### config.mk
export PLATFORM = sky130hd
export DESIGN_NAME = instr_encoder_flat
export DESIGN_NICKNAME = d
export VERILOG_FILES = /design/src/rtl/instr_encoder_pkg.sv /design/src/rtl/instr_encoder_if.sv /design/src/rtl/instr_fifo.sv /design/src/rtl/instr_encoder.sv /design/src/flat_wrapper.sv
export SDC_FILE = /design/constraint.sdc
export NUM_CORES = 1
export LEC_CHECK = 0
export ABC_AREA = 0
export BUFFER_PORTS_ARGS = -buffer_cell sky130_fd_sc_hd__buf_2
export CORE_MARGIN = 1
export CORE_UTILIZATION = 40
export CTS_CLUSTER_DIAMETER = 40
export DETAILED_ROUTE_END_ITERATION = 10
export HOLD_SLACK_MARGIN = 0.1
export PLACE_DENSITY = 0.66
export SETUP_SLACK_MARGIN = 0.02
export SYNTH_ARGS = -nofsm -noshare
export SYNTH_HDL_FRONTEND = slang
export SYNTH_SLANG_ARGS = --single-unit
### constraint.sdc
create_clock -name clock -period 6.3 [get_ports clock]
set_clock_uncertainty 0.2 [all_clocks]
set_input_delay 0.63 -clock clock [delete_from_list [all_inputs] [get_ports clock]]
set_output_delay 0.63 -clock clock [all_outputs]
set_load 0.02 [all_outputs]
### src/rtl/instr_encoder_pkg.sv
// Shared ISA codes, request class encodings and the instruction encoder function.
// Also holds the FIFO occupancy state type used by instr_fifo.
package instr_encoder_pkg;

   localparam logic [2:0] CLS_R      = 3'd0;
   localparam logic [2:0] CLS_I      = 3'd1;
   localparam logic [2:0] CLS_J      = 3'd2;
   localparam logic [2:0] CLS_REGIMM = 3'd3;
   localparam logic [2:0] CLS_NOP    = 3'd4;

   localparam logic [5:0] OP_SPECIAL = 6'h00;
   localparam logic [5:0] OP_REGIMM  = 6'h01;
   localparam logic [5:0] OP_J       = 6'h02;
   localparam logic [5:0] OP_ADDIU   = 6'h09;
   localparam logic [5:0] FN_ADDU    = 6'h21;
   localparam logic [4:0] RT_BLTZ    = 5'h00;
   localparam logic [4:0] RT_BGEZ    = 5'h01;

   typedef enum logic [1:0] {
      FIFO_EMPTY = 2'd0,
      FIFO_BUSY  = 2'd1,
      FIFO_FULL  = 2'd2
   } fifo_state_e;

   typedef struct packed {
      logic        legal;
      logic [31:0] word;
   } enc_result_t;

   function automatic enc_result_t encode(
      input logic [2:0]  cls,
      input logic [5:0]  op,
      input logic [4:0]  rs,
      input logic [4:0]  rt,
      input logic [4:0]  rd,
      input logic [4:0]  sh,
      input logic [15:0] imm,
      input logic [25:0] tgt
   );
      enc_result_t res;
      res.legal = 1'b0;
      res.word  = 32'h0000_0000;
      case (cls)
         CLS_R: begin
            res.legal = 1'b1;
            res.word  = {OP_SPECIAL, rs, rt, rd, sh, op};
         end
         CLS_I: begin
            res.legal = 1'b1;
            res.word  = {op, rs, rt, imm};
         end
         CLS_J: begin
            res.legal = 1'b1;
            res.word  = {op, tgt};
         end
         CLS_REGIMM: begin
            // Only BLTZ/BGEZ rt codes are supported; op[5] must be clear.
            if (!op[5] && (op[4:0] == RT_BLTZ || op[4:0] == RT_BGEZ)) begin
               res.legal = 1'b1;
               res.word  = {OP_REGIMM, rs, op[4:0], imm};
            end else begin
               res.legal = 1'b0;
               res.word  = 32'h0000_0000;
            end
         end
         CLS_NOP: begin
            res.legal = 1'b1;
            res.word  = 32'h0000_0000;
         end
         default: begin
            res.legal = 1'b0;
            res.word  = 32'h0000_0000;
         end
      endcase
      return res;
   endfunction

endpackage

### src/rtl/instr_encoder_if.sv
// Request, control and memory-write signals of the instruction encoder.
// Names are from the encoder's point of view (slave modport = encoder).
interface instr_encoder_if;
   logic        i_valid;
   logic        o_ready;
   logic [2:0]  i_class_3;
   logic [5:0]  i_op_type_6;
   logic [4:0]  i_rs_addr_5;
   logic [4:0]  i_rt_addr_5;
   logic [4:0]  i_rd_addr_5;
   logic [4:0]  i_sh_amt_5;
   logic [15:0] i_imm_16;
   logic [25:0] i_target_26;
   logic [31:0] i_base_addr_32;
   logic        i_load;
   logic        i_flush;
   logic        o_wr_en;
   logic [31:0] o_wr_addr_32;
   logic [31:0] o_wr_data_32;
   logic        i_wr_ready;
   logic        o_illegal;
   logic [15:0] o_count_16;

   modport slave (
      input  i_valid, i_class_3, i_op_type_6, i_rs_addr_5, i_rt_addr_5,
             i_rd_addr_5, i_sh_amt_5, i_imm_16, i_target_26, i_base_addr_32,
             i_load, i_flush, i_wr_ready,
      output o_ready, o_wr_en, o_wr_addr_32, o_wr_data_32, o_illegal, o_count_16
   );

   modport master (
      output i_valid, i_class_3, i_op_type_6, i_rs_addr_5, i_rt_addr_5,
             i_rd_addr_5, i_sh_amt_5, i_imm_16, i_target_26, i_base_addr_32,
             i_load, i_flush, i_wr_ready,
      input  o_ready, o_wr_en, o_wr_addr_32, o_wr_data_32, o_illegal, o_count_16
   );
endinterface

### src/rtl/instr_fifo.sv
// Small synchronous FIFO with registered occupancy and EMPTY/BUSY/FULL state.
// DEPTH must be a power of two so the pointers wrap naturally.
module instr_fifo
   import instr_encoder_pkg::*;
#(
   parameter int DEPTH = 4,
   parameter int WIDTH = 32
) (
   input  logic             clock,
   input  logic             reset,
   input  logic             i_flush,
   input  logic             i_push,
   input  logic [WIDTH-1:0] i_push_data,
   input  logic             i_pop,
   output logic             o_full,
   output logic             o_empty,
   output logic [WIDTH-1:0] o_head
);

   localparam int AW = $clog2(DEPTH);
   localparam int CW = $clog2(DEPTH + 1);

   logic [WIDTH-1:0] r_mem [DEPTH];
   logic [AW-1:0]    r_wr_ptr;
   logic [AW-1:0]    r_rd_ptr;
   logic [CW-1:0]    r_occ;
   logic [CW-1:0]    w_occ_nxt;
   fifo_state_e      r_state;
   fifo_state_e      w_state_nxt;
   logic             w_push;
   logic             w_pop;

   assign w_push = i_push && !i_flush && (r_state != FIFO_FULL);
   assign w_pop  = i_pop && !i_flush && (r_state != FIFO_EMPTY);
   assign o_head = r_mem[r_rd_ptr];

   // Next occupancy: flush clears, a balanced push/pop leaves it unchanged.
   always_comb begin
      w_occ_nxt = r_occ;
      if (i_flush) begin
         w_occ_nxt = {CW{1'b0}};
      end else if (w_push && !w_pop) begin
         w_occ_nxt = r_occ + CW'(1);
      end else if (w_pop && !w_push) begin
         w_occ_nxt = r_occ - CW'(1);
      end else begin
         w_occ_nxt = r_occ;
      end
   end

   // Next state derived from next occupancy.
   always_comb begin
      w_state_nxt = FIFO_BUSY;
      if (w_occ_nxt == CW'(0)) begin
         w_state_nxt = FIFO_EMPTY;
      end else if (w_occ_nxt == CW'(DEPTH)) begin
         w_state_nxt = FIFO_FULL;
      end else begin
         w_state_nxt = FIFO_BUSY;
      end
   end

   // State and occupancy registers.
   always_ff @(posedge clock) begin
      if (reset) begin
         r_state <= FIFO_EMPTY;
         r_occ   <= {CW{1'b0}};
      end else begin
         r_state <= w_state_nxt;
         r_occ   <= w_occ_nxt;
      end
   end

   // Status outputs decoded from the registered state.
   always_comb begin
      o_full  = 1'b0;
      o_empty = 1'b0;
      case (r_state)
         FIFO_EMPTY: o_empty = 1'b1;
         FIFO_BUSY:  o_empty = 1'b0;
         FIFO_FULL:  o_full  = 1'b1;
         default:    o_empty = 1'b1;
      endcase
   end

   // Storage and pointers; flush rewinds both pointers.
   always_ff @(posedge clock) begin
      if (reset) begin
         r_wr_ptr <= {AW{1'b0}};
         r_rd_ptr <= {AW{1'b0}};
         for (int i = 0; i < DEPTH; i++) begin
            r_mem[i] <= {WIDTH{1'b0}};
         end
      end else if (i_flush) begin
         r_wr_ptr <= {AW{1'b0}};
         r_rd_ptr <= {AW{1'b0}};
      end else begin
         if (w_push) begin
            r_mem[r_wr_ptr] <= i_push_data;
            r_wr_ptr        <= r_wr_ptr + AW'(1);
         end
         if (w_pop) begin
            r_rd_ptr <= r_rd_ptr + AW'(1);
         end
      end
   end

endmodule

### src/rtl/instr_encoder.sv
// Encodes instruction requests into 32-bit words and streams them, through a
// 4-entry FIFO, into instruction memory at an auto-incrementing address.
module instr_encoder
   import instr_encoder_pkg::*;
(
   input  logic           clock,
   input  logic           reset,
   instr_encoder_if.slave bus
);

   enc_result_t w_enc;
   logic        w_full;
   logic        w_empty;
   logic [31:0] w_head;
   logic        w_accept;
   logic        w_push;
   logic        w_pop;
   logic        w_reject_req;
   logic        w_reject_load;
   logic        w_do_load;
   logic [31:0] w_base_aligned;
   logic [31:0] r_wr_addr;
   logic [15:0] r_count;
   logic        r_illegal;

   assign w_enc = encode(bus.i_class_3, bus.i_op_type_6, bus.i_rs_addr_5,
                         bus.i_rt_addr_5, bus.i_rd_addr_5, bus.i_sh_amt_5,
                         bus.i_imm_16, bus.i_target_26);

   assign bus.o_ready = !reset && !w_full && !bus.i_load && !bus.i_flush;
   assign bus.o_wr_en = !reset && !w_empty;

   assign w_accept       = bus.i_valid && bus.o_ready;
   assign w_push         = w_accept && w_enc.legal;
   assign w_reject_req   = w_accept && !w_enc.legal;
   // Flush outranks load; a load that loses to flush is silently dropped.
   assign w_do_load      = bus.i_load && !bus.i_flush && w_empty;
   assign w_reject_load  = bus.i_load && !bus.i_flush && !w_empty;
   assign w_pop          = bus.o_wr_en && bus.i_wr_ready && !bus.i_flush;
   assign w_base_aligned = bus.i_base_addr_32 & ~32'h0000_0003;

   instr_fifo #(
      .DEPTH (4),
      .WIDTH (32)
   ) u_fifo (
      .clock       (clock),
      .reset       (reset),
      .i_flush     (bus.i_flush),
      .i_push      (w_push),
      .i_push_data (w_enc.word),
      .i_pop       (w_pop),
      .o_full      (w_full),
      .o_empty     (w_empty),
      .o_head      (w_head)
   );

   // Write address, written-word count and the rejection pulse.
   always_ff @(posedge clock) begin
      if (reset) begin
         r_wr_addr <= 32'h0000_0000;
         r_count   <= 16'h0000;
         r_illegal <= 1'b0;
      end else begin
         r_illegal <= w_reject_req || w_reject_load;
         if (w_do_load) begin
            r_wr_addr <= w_base_aligned;
         end else if (w_pop) begin
            r_wr_addr <= r_wr_addr + 32'd4;
         end
         if (w_pop) begin
            r_count <= r_count + 16'd1;
         end
      end
   end

   assign bus.o_wr_addr_32 = r_wr_addr;
   assign bus.o_wr_data_32 = w_head;
   assign bus.o_count_16   = r_count;
   assign bus.o_illegal    = r_illegal;

endmodule
### src/flat_wrapper.sv
// flat-port wrapper written by rule: the top's interface ports become plain ports
module instr_encoder_flat import instr_encoder_pkg::*;
  (clock, reset, bus_i_valid, bus_i_class_3, bus_i_op_type_6, bus_i_rs_addr_5, bus_i_rt_addr_5, bus_i_rd_addr_5, bus_i_sh_amt_5, bus_i_imm_16, bus_i_target_26, bus_i_base_addr_32, bus_i_load, bus_i_flush, bus_i_wr_ready, bus_o_ready, bus_o_wr_en, bus_o_wr_addr_32, bus_o_wr_data_32, bus_o_illegal, bus_o_count_16);
  instr_encoder_if bus_i ();
  input  logic clock;
  input  logic reset;
  input wire logic [$bits(bus_i.i_valid)-1:0] bus_i_valid;
  input wire logic [$bits(bus_i.i_class_3)-1:0] bus_i_class_3;
  input wire logic [$bits(bus_i.i_op_type_6)-1:0] bus_i_op_type_6;
  input wire logic [$bits(bus_i.i_rs_addr_5)-1:0] bus_i_rs_addr_5;
  input wire logic [$bits(bus_i.i_rt_addr_5)-1:0] bus_i_rt_addr_5;
  input wire logic [$bits(bus_i.i_rd_addr_5)-1:0] bus_i_rd_addr_5;
  input wire logic [$bits(bus_i.i_sh_amt_5)-1:0] bus_i_sh_amt_5;
  input wire logic [$bits(bus_i.i_imm_16)-1:0] bus_i_imm_16;
  input wire logic [$bits(bus_i.i_target_26)-1:0] bus_i_target_26;
  input wire logic [$bits(bus_i.i_base_addr_32)-1:0] bus_i_base_addr_32;
  input wire logic [$bits(bus_i.i_load)-1:0] bus_i_load;
  input wire logic [$bits(bus_i.i_flush)-1:0] bus_i_flush;
  input wire logic [$bits(bus_i.i_wr_ready)-1:0] bus_i_wr_ready;
  output wire logic [$bits(bus_i.o_ready)-1:0] bus_o_ready;
  output wire logic [$bits(bus_i.o_wr_en)-1:0] bus_o_wr_en;
  output wire logic [$bits(bus_i.o_wr_addr_32)-1:0] bus_o_wr_addr_32;
  output wire logic [$bits(bus_i.o_wr_data_32)-1:0] bus_o_wr_data_32;
  output wire logic [$bits(bus_i.o_illegal)-1:0] bus_o_illegal;
  output wire logic [$bits(bus_i.o_count_16)-1:0] bus_o_count_16;
  assign bus_i.i_valid = bus_i_valid;
  assign bus_i.i_class_3 = bus_i_class_3;
  assign bus_i.i_op_type_6 = bus_i_op_type_6;
  assign bus_i.i_rs_addr_5 = bus_i_rs_addr_5;
  assign bus_i.i_rt_addr_5 = bus_i_rt_addr_5;
  assign bus_i.i_rd_addr_5 = bus_i_rd_addr_5;
  assign bus_i.i_sh_amt_5 = bus_i_sh_amt_5;
  assign bus_i.i_imm_16 = bus_i_imm_16;
  assign bus_i.i_target_26 = bus_i_target_26;
  assign bus_i.i_base_addr_32 = bus_i_base_addr_32;
  assign bus_i.i_load = bus_i_load;
  assign bus_i.i_flush = bus_i_flush;
  assign bus_i.i_wr_ready = bus_i_wr_ready;
  assign bus_o_ready = bus_i.o_ready;
  assign bus_o_wr_en = bus_i.o_wr_en;
  assign bus_o_wr_addr_32 = bus_i.o_wr_addr_32;
  assign bus_o_wr_data_32 = bus_i.o_wr_data_32;
  assign bus_o_illegal = bus_i.o_illegal;
  assign bus_o_count_16 = bus_i.o_count_16;
  instr_encoder u_core (.clock(clock), .reset(reset), .bus(bus_i));
endmodule
==> metrics.md <==
| Metric | Value |
|---|---|
| Share of cells above drive strength 1 | 30.84% |
| CTS tree | built |
| Via density per instance | 5.226 |
| Power per cell area | 254.7 nW/µm² |
| Initial core utilization | 40.83% |
| Tcrit/Tclk final | 60.37% |
| Yosys cell types | 57 |
| Number of global-route vias before repair | 6265 |
| Leak | 3.992 nW |
| Crit-path max FO | 39 |
| Critical path's most frequent cell | buf_4 |
| Design Area, Final | 10630 µm² |
| Cell area after synthesis | 8937 µm² |
| DR WL/cell | 17.00 µm |
| Hold Fails Final Rpt | 0 |
| Worst-path clk slew | 0.08 ns |
| Number of diodes | 0 |
| Maximum clock rate | 0.2629 GHz |
| Status | completed |
| Number of synthesized flops with an enable pin | 128 |
| WP data arrival | 3.67 ns |
| Boundary Pins | 192 |
| Max-slew violation count | 0 |
| Largest net degree at the start of global routing | 56 |
| Grt total ovfl | 0 |
| Die area | 22940 µm² |
| Hold WC Path Type | in -> reg |
| DR iter-0 viols | 279 |
| RD Place Congestion | 0.7607 |
| Clock buffer depth | 2 |
| Post-route insts no fill | 1243 |
| Syn-to-layout area delta | 18.96% |
| Filler cells | 2048 |
| Relative slew slack | 27.23% |
| Total detailed-routing wirelength | 21.13 mm |
| Crit path cell chain | buf_2 > or4_4 > o31ai_4 > nand2_2 > or3_1 > buf_4 > nand2b_1 > buf_4 |
| All-Layer GR Usage | 18.78% |
| Startpoint Class | input port |
| Min cycle time layout | 3.803 ns |
| H-tree depth | 4 |
| PostCTS Resize Cnt | 0 |
| First-pass GRT wire length | 32.47 mm |
| Chip Width | 151.5 µm |
| Placed instance area | 10010 µm² |
| Layout Nets | 1065 |
| Vias | 6496 |
| Number of buffers added on ports | 187 |
| Final Setup Violations | 0 |
| Mapped Cells | 790 |
| Hold_buf cts | 0 |
| Initial antenna violation count | 0 |
| Register bit total from synthesis | 186 |
| Setup_tns | 0 ns |
| CTS Buf Count | 17 |
| Max incr delay on CP | 0.62 ns |
| Worst-Skew Late Latency | 0.43 ns |
| WP data required | 6.17 ns |
| Clock sink total | 186 |
| Ys flop type | edfxtp_1 |
| Mean area per synthesized cell | 11.31 µm² |
| Drt first pass iters | 4 |
| DP Cell Count | 1211 |
| Chip height | 151.5 µm |
| Async SR Flop Fraction | 0% |
| Clk root buf | clkbuf_16 |
| Crit-path leading delay family | simple AND/OR/NAND/NOR gates |
| Row count | 54 |
| CP Capture Type | flip-flop |
| Yosys warns | 0 |
| DRC | 0 |
| Critical path's slowest cell | nand2_2 |
| Max_cap viols | 0 |
| RSZ-0062 raised after global routing | no |
| Slew @ Worst Pin | 1.082 ns |
| CP Buf/Inv Count | 3 |
| Sequential-to-total area share from yosys stat | 56.00% |
| Setup Crit Path Kind | in -> reg |
| Maximum VDD drop | 0.0001891 V |
| Post-CTS setup buffers | 0 |
| Core ar. | 21890 µm² |
| HPWL after detailed placement | 13.80 mm |
| Routed Antenna Nets | 0 |
-- layer usage --
layer	routed length, µm	part of all wire [%]	global-route usage, %	vias to the layer above
li1	-	-	-	3167
met1	9052	43	23.00	3105
met3	1629	7.7	5.329	18
met5	0	0	0	-
met2	10250	49	32.42	206
met4	198	0.94	4.750	0
-- synthesized netlist by cell type (2+ instances only) --
cell       count  area share, %
nor4_1         3           0.21
xor2_1        28            2.7
and4_1         8           0.78
clkbuf_1      31            1.3
or2_1          2           0.14
or3_1          2           0.14
ha_1           6           0.84
nor2_1       207            8.7
buf_6          7           0.88
mux2i_1       18            2.0
nand3_1       19            1.1
buf_1          7           0.29
nor3b_1        2           0.17
a311oi_1       3           0.29
nand2b_1       3           0.21
nand2_1       28            1.2
a22oi_1        5           0.42
and2_1         8           0.56
edfxtp_1     128             43
a31o_2         2           0.20
a2111oi_0      2           0.20
buf_2          8           0.45
or2_2         25            1.7
and3_1         8           0.56
nand3b_1       2           0.17
mux4_2        32            8.1
nor3_1         8           0.45
dfxtp_1       58             13
nor2b_1        8           0.56
a211oi_1      22            1.8
a31oi_1       19            1.3
buf_4          2           0.17
nand4_1       19            1.3
inv_1          9           0.38
xnor2_1       16            1.6
a21oi_1       10           0.56
o21ai_0        5           0.28
-- registers in the layout, summed over array words and instances (netlist names), named ones only --
| name | cells |
|---|---|
| u_core.u_fifo.r_rd_ptr | 2 |
| u_core.bus.o_count_16 | 16 |
| u_core.u_fifo.r_mem | 128 |
| u_core.u_fifo.r_wr_ptr | 2 |
| u_core.u_fifo.r_state | 2 |
| u_core.bus.o_wr_addr_32 | 30 |
| u_core.u_fifo.r_occ | 3 |
| u_core.bus.o_illegal | 1 |
-- final timing paths --
path / start / end / slack [ns] / depth (start not counted)
max: bus_i_op_type_6[2] / u_core.u_fifo.r_mem[0][30] / 2.50 / 8
min reg2reg: u_core.u_fifo.r_wr_ptr[1] / u_core.u_fifo.r_wr_ptr[1] / 0.30 / 2
max reg2reg: u_core.u_fifo.r_state[0] / u_core.u_fifo.r_mem[0][30] / 2.75 / 9
min: bus_i_base_addr_32[2] / u_core.bus.o_wr_addr_32[2] / 0.24 / 3
-- kinds of logic after synthesis --
logic type / synth area share (%)
buf+inv: 3.528
mux: 10.21
flops: 56.00
simple gates: 18.83
compound gates: 6.006
fa+ha+maj: 1.078
other cells: 0.04196
xor+xnor: 4.312
-- per-stage QoR --
step | setup WS (ns) | util (%) | hold WS [ns] | power [W]
final | 2.497 | 48.57 | 0.2350 | 0.002708
after global routing | 2.332 | 48.57 | 0.2392 | 0.002811
after CTS | 2.454 | 48.57 | 0.2159 | 0.002740
after detailed placement | 1.990 | 45.75 | 0.2933 | 0.001653
after global placement | 1.985 | 45.75 | 0.2883 | 0.001651
after floorplan | 2.658 | - | 0.2668 | 0.001551
-- power breakdown --
group	leakage [nW]	total (W)	switching (W)	internal, W
combinational	1.95	0.000246	0.000151	0.0000958
clock	0.298	0.00108	0.000541	0.000544
sequential	1.74	0.00138	0.0000252	0.00135
total	3.99	0.00271	0.000717	0.00199
-- layout make-up --
cell class,instances,area [µm²],area share (%)
Clock inverter,15,191.4,1.801
Inverter,9,33.78,0.3178
Timing Repair Buffer,196,1003,9.439
Clock buffer,17,425.4,4.001
Multi-Input combinational cell,540,3621,34.06
Tap cell,280,350.3,3.295
Sequential cell,186,5006,47.09
-- layout by cell type, fill, tap and decap left out, types with 3 or more instances in the layout --
cell and instances:
nor2_1 207, buf_2 187, edfxtp_1 128, dfxtp_1 57, mux4_2 32, nand2_1 28, xor2_1 28, or2_2 25
a211oi_1 22, nand4_1 19, nand3_1 19, a31oi_1 19, mux2i_1 18, clkbuf_16 17, xnor2_1 16, a21oi_1 10
inv_1 9, buf_4 9, nor3_1 8, and4_1 8, and3_1 8, and2_1 8, nor2b_1 8, ha_1 6
clkinv_8 6, o21ai_0 5, a22oi_1 5, nor4_1 3, a311oi_1 3, nand2b_1 3, inv_6 3, inv_8 3
-- worst reg2reg max path, delay by kind of cell (launching register included) --
family | cells | cell delay, ns
fa+ha+maj | 1 | 0.19
buf+inv | 3 | 0.74
flops | 1 | 0.31
simple gates | 5 | 1.76
No activity file was read; power rests on OpenSTA's default activity.
